===== src/rtl/scalar_pkg.sv =====
// scalar_pkg: shared ALU select encoding, default widths and bubble values for the scalar pipeline.
package scalar_pkg;
  localparam int N_DEF = 32;
  localparam int R_DEF = 4;
  localparam logic [2:0] SEL_ZERO = 3'd0;
  localparam logic [2:0] SEL_PASS = 3'd1;
  localparam logic [2:0] SEL_ADD = 3'd2;
  localparam logic [2:0] SEL_SUB = 3'd3;
  localparam logic [2:0] SEL_MUL = 3'd4;
  localparam logic [2:0] SEL_DIV = 3'd5;
  localparam logic BUBBLE_VALID = 1'b0;
  localparam logic [2:0] BUBBLE_SEL = SEL_ZERO;
  function automatic logic sel_reserved(input logic [2:0] sel);
    return sel > SEL_DIV;
  endfunction
endpackage


===== src/rtl/scalar_forward_unit.sv =====
// scalar_forward_unit: resolves one source operand from EX/MEM, MEM/WB or the register file.
module scalar_forward_unit #(
  parameter int N = 32,
  parameter int R = 4
) (
  input  logic [R-1:0] addr,
  input  logic [N-1:0] rf_data,
  input  logic         exm_reg_write,
  input  logic [R-1:0] exm_rd_addr,
  input  logic [N-1:0] exm_data,
  input  logic         wb_reg_write,
  input  logic [R-1:0] wb_rd_addr,
  input  logic [N-1:0] wb_data,
  output logic [N-1:0] value
);
  always_comb
    value = (addr == '0) ? '0 :
            (exm_reg_write && exm_rd_addr == addr) ? exm_data :
            (wb_reg_write && wb_rd_addr == addr) ? wb_data : rf_data;
endmodule


===== src/rtl/scalar_operand_stage.sv =====
// scalar_operand_stage: ID/EX register stage producing forwarded ALU operands and retire sideband.
module scalar_operand_stage
  import scalar_pkg::*;
#(
  parameter int N = N_DEF,
  parameter int R = R_DEF
) (
  input  logic         clk,
  input  logic         rst,
  input  logic         id_valid,
  input  logic [R-1:0] id_rs1_addr,
  input  logic [R-1:0] id_rs2_addr,
  input  logic [N-1:0] id_rs1_data,
  input  logic [N-1:0] id_rs2_data,
  input  logic [N-1:0] id_imm,
  input  logic         id_use_imm,
  input  logic [2:0]   id_sel,
  input  logic [R-1:0] id_rd_addr,
  input  logic         id_reg_write,
  input  logic         id_flag_write,
  input  logic         exm_reg_write,
  input  logic [R-1:0] exm_rd_addr,
  input  logic [N-1:0] exm_data,
  input  logic         wb_reg_write,
  input  logic [R-1:0] wb_rd_addr,
  input  logic [N-1:0] wb_data,
  input  logic         stall,
  input  logic         flush,
  output logic         ex_valid,
  output logic [N-1:0] ex_A,
  output logic [N-1:0] ex_B,
  output logic [2:0]   ex_sel,
  output logic [R-1:0] ex_rd_addr,
  output logic         ex_reg_write,
  output logic         ex_flag_write
);
  logic [N-1:0] rs1_val, rs2_val;
  logic retire;
  scalar_forward_unit #(.N(N), .R(R)) u_fwd_rs1 (
    .addr(id_rs1_addr), .rf_data(id_rs1_data),
    .exm_reg_write(exm_reg_write), .exm_rd_addr(exm_rd_addr), .exm_data(exm_data),
    .wb_reg_write(wb_reg_write), .wb_rd_addr(wb_rd_addr), .wb_data(wb_data),
    .value(rs1_val)
  );
  scalar_forward_unit #(.N(N), .R(R)) u_fwd_rs2 (
    .addr(id_rs2_addr), .rf_data(id_rs2_data),
    .exm_reg_write(exm_reg_write), .exm_rd_addr(exm_rd_addr), .exm_data(exm_data),
    .wb_reg_write(wb_reg_write), .wb_rd_addr(wb_rd_addr), .wb_data(wb_data),
    .value(rs2_val)
  );
  // reserved ops still flow to the ALU (which outputs zero) but must never retire
  assign retire = !sel_reserved(id_sel);
  always_ff @(posedge clk) begin
    if (rst || flush || (!stall && !id_valid)) begin
      ex_valid      <= BUBBLE_VALID;
      ex_A          <= '0;
      ex_B          <= '0;
      ex_sel        <= BUBBLE_SEL;
      ex_rd_addr    <= '0;
      ex_reg_write  <= 1'b0;
      ex_flag_write <= 1'b0;
    end else if (!stall) begin
      ex_valid      <= 1'b1;
      ex_A          <= rs1_val;
      ex_B          <= id_use_imm ? id_imm : rs2_val;
      ex_sel        <= id_sel;
      ex_rd_addr    <= id_rd_addr;
      ex_reg_write  <= id_reg_write && retire;
      ex_flag_write <= id_flag_write && retire;
    end
  end
endmodule

===== config.mk =====
export PLATFORM = sky130hd
export DESIGN_NAME = scalar_operand_stage
export DESIGN_NICKNAME = d
export VERILOG_FILES = /design/src/rtl/scalar_pkg.sv /design/src/rtl/scalar_forward_unit.sv /design/src/rtl/scalar_operand_stage.sv
export SDC_FILE = /design/constraint.sdc
export NUM_CORES = 1
export LEC_CHECK = 0
export ABC_AREA = 1
export BUFFER_PORTS_ARGS = -buffer_cell sky130_fd_sc_hd__buf_2
export CAP_MARGIN = 10
export CORE_MARGIN = 4
export CORE_UTILIZATION = 41
export DETAILED_ROUTE_END_ITERATION = 12
export GPL_TIMING_DRIVEN = 0
export PLACE_DENSITY_LB_ADDON = 0.05
export SETUP_SLACK_MARGIN = 0.02
export SLEW_MARGIN = 10
export SYNTH_ARGS = -nofsm -noshare
export SYNTH_HDL_FRONTEND = slang
export SYNTH_SLANG_ARGS = --single-unit

===== constraint.sdc =====
create_clock -name clk -period 1.1 [get_ports clk]
set_clock_uncertainty 0.15 [all_clocks]
set_input_delay 0.11 -clock clk [delete_from_list [all_inputs] [get_ports clk]]
set_output_delay 0.11 -clock clk [all_outputs]
set_load 0.05 [all_outputs]

After elaboration in Yosys (flattened, before gate mapping)
Cells that the tools add are included.

Flip-flop bits (word level): 74. Bits in latches: 0. RAM bits: 0. Memory bits (read-only): 0. Input bits: 193. Output and inout bits: 74. Memories kept: 0.

Add/subtract/negate cells: 0. Multipliers: 0. Div/mod/pow operators: 0. Magnitude comparators: 1. Equality and inequality tests: 4. Shifts and indexed selects: 0. Mux-type cells: 7. Bitwise gates (word level): 0. Reductions and logical operators: 14.

Operators by type and width (number): 32-bit 2-to-1 mux (7); 4-bit == test (4); 4-bit logical NOT (2); 1-bit logical AND (7); 3-bit > comparator (second input constant) (1); 1-bit logical NOT (3); 1-bit logical OR (2).

Depth between registers and ports, before layout
Depth in word-level cells: 6. Gate-level depth with buffers: 11. Gate-level depth less buffers: 9.

By module
From an unflattened synthesis, not the netlist that was laid out.

Cells, all modules: 1085. Area, all modules: 6224.7 µm².

By module, submodules not included: scalar_operand_stage (instances 1, cells an instance 529, area each 3522.1 µm², sequential area each 1481.4 µm²); scalar_forward_unit (instances 2, cells an instance 278, area each 1351.3 µm², sequential area each 0.0 µm²).

Least setup slack after synthesis
Ideal clock, no wire load.

Path kind: input -> register. Start point: input port id_rs1_addr[0]. End point: register ex_A[27]. Library setup time: 0.132 ns. Arrival: 0.938 ns. Slack: -0.120 ns. Cell stages on the path: 7. Buffers on the path: 1. Path through: inv_2 -> nand3_1 -> o21ai_1 -> clkbuf_1 -> nor2_1 -> nand2_1 -> a21oi_1.

Word-level cells in the longest chain between the ends: 5. Elaborated cells on any way between the ends: 8. Those cells by class: eq/ne: 2; mux: 3; reduce/logical: 3.

RTL lines: start: declaration (RTL line scalar_operand_stage.sv:11) `input logic [R-1:0] id_rs1_addr,`; 4-bit == test (RTL line scalar_forward_unit.sv:19) `(wb_reg_write && wb_rd_addr == addr) ? wb_data : rf_data;`; 1-bit logical AND (RTL line scalar_forward_unit.sv:19); 32-bit 2-to-1 mux (RTL line scalar_forward_unit.sv:19); 32-bit 2-to-1 mux (RTL line scalar_forward_unit.sv:18) `(exm_reg_write && exm_rd_addr == addr) ? exm_data :`; 32-bit 2-to-1 mux * (RTL line scalar_forward_unit.sv:17) `value = (addr == '0) ? '0 :`; end signal: assignment (RTL line scalar_operand_stage.sv:64) `ex_A <= rs1_val;`; end: declaration (RTL line scalar_operand_stage.sv:30) `output logic [N-1:0] ex_A,`.

Mark *: on every way between the ends. The rest lies on a longest branch, timed or not. A chain may end at the register's enable or synchronous reset.

Worst setup path in the final report
Start point: input port exm_rd_addr[0]. End point: register ex_B[4].

Word-level cells in the longest chain between the ends: 5.

RTL lines: start: declaration (RTL line scalar_operand_stage.sv:22) `input logic [R-1:0] exm_rd_addr,`; 4-bit == test (RTL line scalar_forward_unit.sv:18); 1-bit logical AND (RTL line scalar_forward_unit.sv:18); 32-bit 2-to-1 mux (RTL line scalar_forward_unit.sv:18); 32-bit 2-to-1 mux (RTL line scalar_forward_unit.sv:17); 32-bit 2-to-1 mux (RTL line scalar_operand_stage.sv:65) `ex_B <= id_use_imm ? id_imm : rs2_val;`; end signal: assignment (RTL line scalar_operand_stage.sv:65); end: declaration (RTL line scalar_operand_stage.sv:31) `output logic [N-1:0] ex_B,`.

Every way passes these cells.

==> impl_metrics.ini <==
[status]
status = finished with violations
violations = hold timing, setup timing

[detailed_routing]
drc = 0
antenna_left = 0
drt_wl_total_um = 27090
met1_length_um = 9973
drt_pass1_iterations = 7
via_per_inst = 5.714
top_layer_used = met4
vias = 7800
drt-wirelength-per-cell_um = 19.85
wl_met3_um = 2586
met2RoutedLength_um = 13280
drt_iter0_drc = 1046

[yosys]
synth-seq-area-share_pct = 29.66
ys_warn_count = 0
postSynthCellCount = 795
syn_area_um2 = 4995
synthTopCellsByArea = dfxtp_1 (30%), nand2_1 (16%), nor2_1 (10%), nand4_1 (8.0%), a21oi_1 (7.5%)
synth_area_per_cell_um2 = 6.283
yosysTopAreaCell = dfxtp_1
synth_top_area_share_pct = 29.66
yosys.cell_types.count = 25
synth_seq_cells = 74
synthesis.nets = 988

[floorplanning]
ios = 267
rows = 40
die-area_um2 = 14010
die_h_um = 118.4
start_util_pct = 41.76
core_area_um2 = 11960
die_w_um = 118.4

[power_and_ir_drop]
p_per_area_nw_per_um2 = 952.1
p_leak_nw = 4.605
max-vdd-ir-drop_mv = 0.7872
p_total_mw = 9.534

[timing]
slew_violations = 0
worst_hold_slack_ps = -1.950
rsz0062_at_grt = true
setup_viol = 84
timing.slew.headroom_pct = 61.74
setup_tns_ps = -5996
hold_viol = 1
finalCriticalPeriod_ps = 1319
finalWorstSetupSlack_ps = -219.4
fmax_mhz = 757.9
fin_crit_sh_pct = 119.9
worst_pin_slew_ps = 573.9

[placement]
dp_slack_ps = -674.1
place_inst = 1207
io_buffers = 265
place_area_um2 = 6651
hpwl_um = 15750
gp_congestion = 0.8896

[min_path]
min_path_type = in -> reg
min_path_cells = 5
holdPathEnd = ex_B[21]$_SDFFE_PP0N_
holdCritStartpoint = id_rs2_data[21]

[setup_path]
cp.arrival_ps = 1400
r2r-end = ex_B[9]$_SDFFE_PP0N_
reg2reg_depth = 2
start_kind = primary input
critical_path_class = in -> reg
crit_required_ps = 1180
cp_max_fo = 6
reg2reg_setup_slack_ps = 60
rr_startpoint = ex_B[9]$_SDFFE_PP0N_
endpoint_kind = register

[cells_and_area]
drive_gt1_share_pct = 54.89
fin_nets = 1406
stdcell_area_um2 = 10010
seqCellArea_um2 = 1577
post-route-util_pct = 83.71
areaGrowthSynthToFinish_pct = 100.5
fillers = 762
final_cells = 1365
multi_input_area_um2 = 3637

[global_routing]
grt_pass1_wl_um = 39190
grt_pass1_vias = 7625
overflow = 0
antenna_found_initial = 1
grt_usage_pct = 34.60
grt_start_max_net_pins = 13

[cts]
clock_path_buffers = 2
cts_buffers = 9
cts_tree = done
clock_latency_ps = 340
cts_max_level = 3
cts_sinks = 74
cts_root_buffer = clkbuf_16
path_clk_slew_ps = 60

[run]
drv_cap = 0
flip-flops by register name, summed over array words and instances (netlist names):
signal,count
ex_sel,3
ex_flag_write,1
ex_reg_write,1
ex_A,32
ex_valid,1
ex_B,32
ex_rd_addr,4
final cells by class:
class	instances	area share, %
inverter	19	1.374
tap	147	1.837
clock inverter	5	1.037
multi-input combinational	637	36.32
clock buffer	10	2.287
sequential	74	15.74
buffer	62	4.823
timing repair buffer	410	36.55
antenna	1	0.02499
Yosys cell counts:
| library cell | n |
|---|---|
| nor2_1 | 138 |
| buf_6 | 19 |
| nand2_1 | 214 |
| nand3b_1 | 1 |
| nor2_2 | 2 |
| nor2_4 | 4 |
| clkbuf_1 | 26 |
| nand3_2 | 1 |
| a21oi_2 | 30 |
| buf_2 | 10 |
| inv_1 | 6 |
| o21a_1 | 1 |
| clkinv_1 | 1 |
| a21oi_1 | 75 |
| xnor2_1 | 1 |
| o21ai_0 | 32 |
| a31o_2 | 1 |
| nand3_1 | 67 |
| nand4_1 | 64 |
| inv_2 | 12 |
| nand3_4 | 2 |
| buf_4 | 9 |
| dfxtp_1 | 74 |
| o21ai_1 | 3 |
| buf_1 | 2 |
worst max-delay path, cell delays in order:
cell and delay (ps):
buf_4 130, nand2_1 70, nand2_1 50, nor2_1 110, nand3b_1 160, buf_6 190
buf_8 140, buf_8 140, nor2_1 110, nor2_1 70, nand2_2 70, a21oi_2 40
placed cells by master, fill, tap and decap left out, types with 4 or more instances in the layout:
cell type	instances
nor2_2	24
nand4_1	64
nand2_1	129
nor2_4	17
a21oi_1	71
dfxtp_2	73
buf_8	90
nand3_2	31
nand2_2	74
nand2_4	11
buf_4	38
nand3_1	36
clkbuf_2	16
nor2_1	103
buf_6	25
dlygate4sd3_1	102
a21oi_2	34
clkbuf_16	13
inv_2	5
inv_4	6
o21ai_0	32
buf_2	185
clkbuf_1	8
nand3_4	4
how the worst max path moves through the flow:
| stage | from | endpoint |
|---|---|---|
| 4_1_cts | wb_rd_addr[2] | ex_B[16]$_SDFFE_PP0N_ |
| 3_3_place_gp | flush | ex_A[31]$_SDFFE_PP0N_ |
| 5_1_grt | exm_rd_addr[0] | ex_B[4]$_SDFFE_PP0N_ |
| 6_report | exm_rd_addr[0] | ex_B[4]$_SDFFE_PP0N_ |
| 2_1_floorplan | id_use_imm | ex_B[11]$_SDFFE_PP0N_ |
| 3_5_place_dp | flush | ex_sel[2]$_SDFFE_PP0N_ |
cell families after synthesis:
family                    count (synthesis)  share of synthesized area [%]
DFF                                      74                          29.66
buffers and inverters                    85                          10.17
xor gates and xnor gates                  1                         0.1754
AOI/OAI and AO/OA                       142                          16.61
and+or+nand+nor                         493                          43.39
metal layers:
metal / global-route usage, % / vias to the layer above
met3: 7.608 / 131
met2: 59.99 / 594
li1: - / 3518
met4: 17.45 / 0
met1: 40.04 / 3557
met5: 0 / -
timing repair:
action | CTS | global route
endpoints found under the setup margin | 148 | 147
setup buffers | 16 | 17
cloned | 7 | 5
pin swaps | 42 | 48
resized for setup | 428 | 128
hold buffers | 102 | 0
endpoints found under the hold margin | 69 | 0
report_power, final:
group	total [mW]	internal, mW	switching [mW]
combinational	3.20	1.42	1.78
clock	3.47	2.21	1.26
sequential	2.87	2.79	0.0849
total	9.53	6.41	3.13
Power figures use the tool's default switching activity.
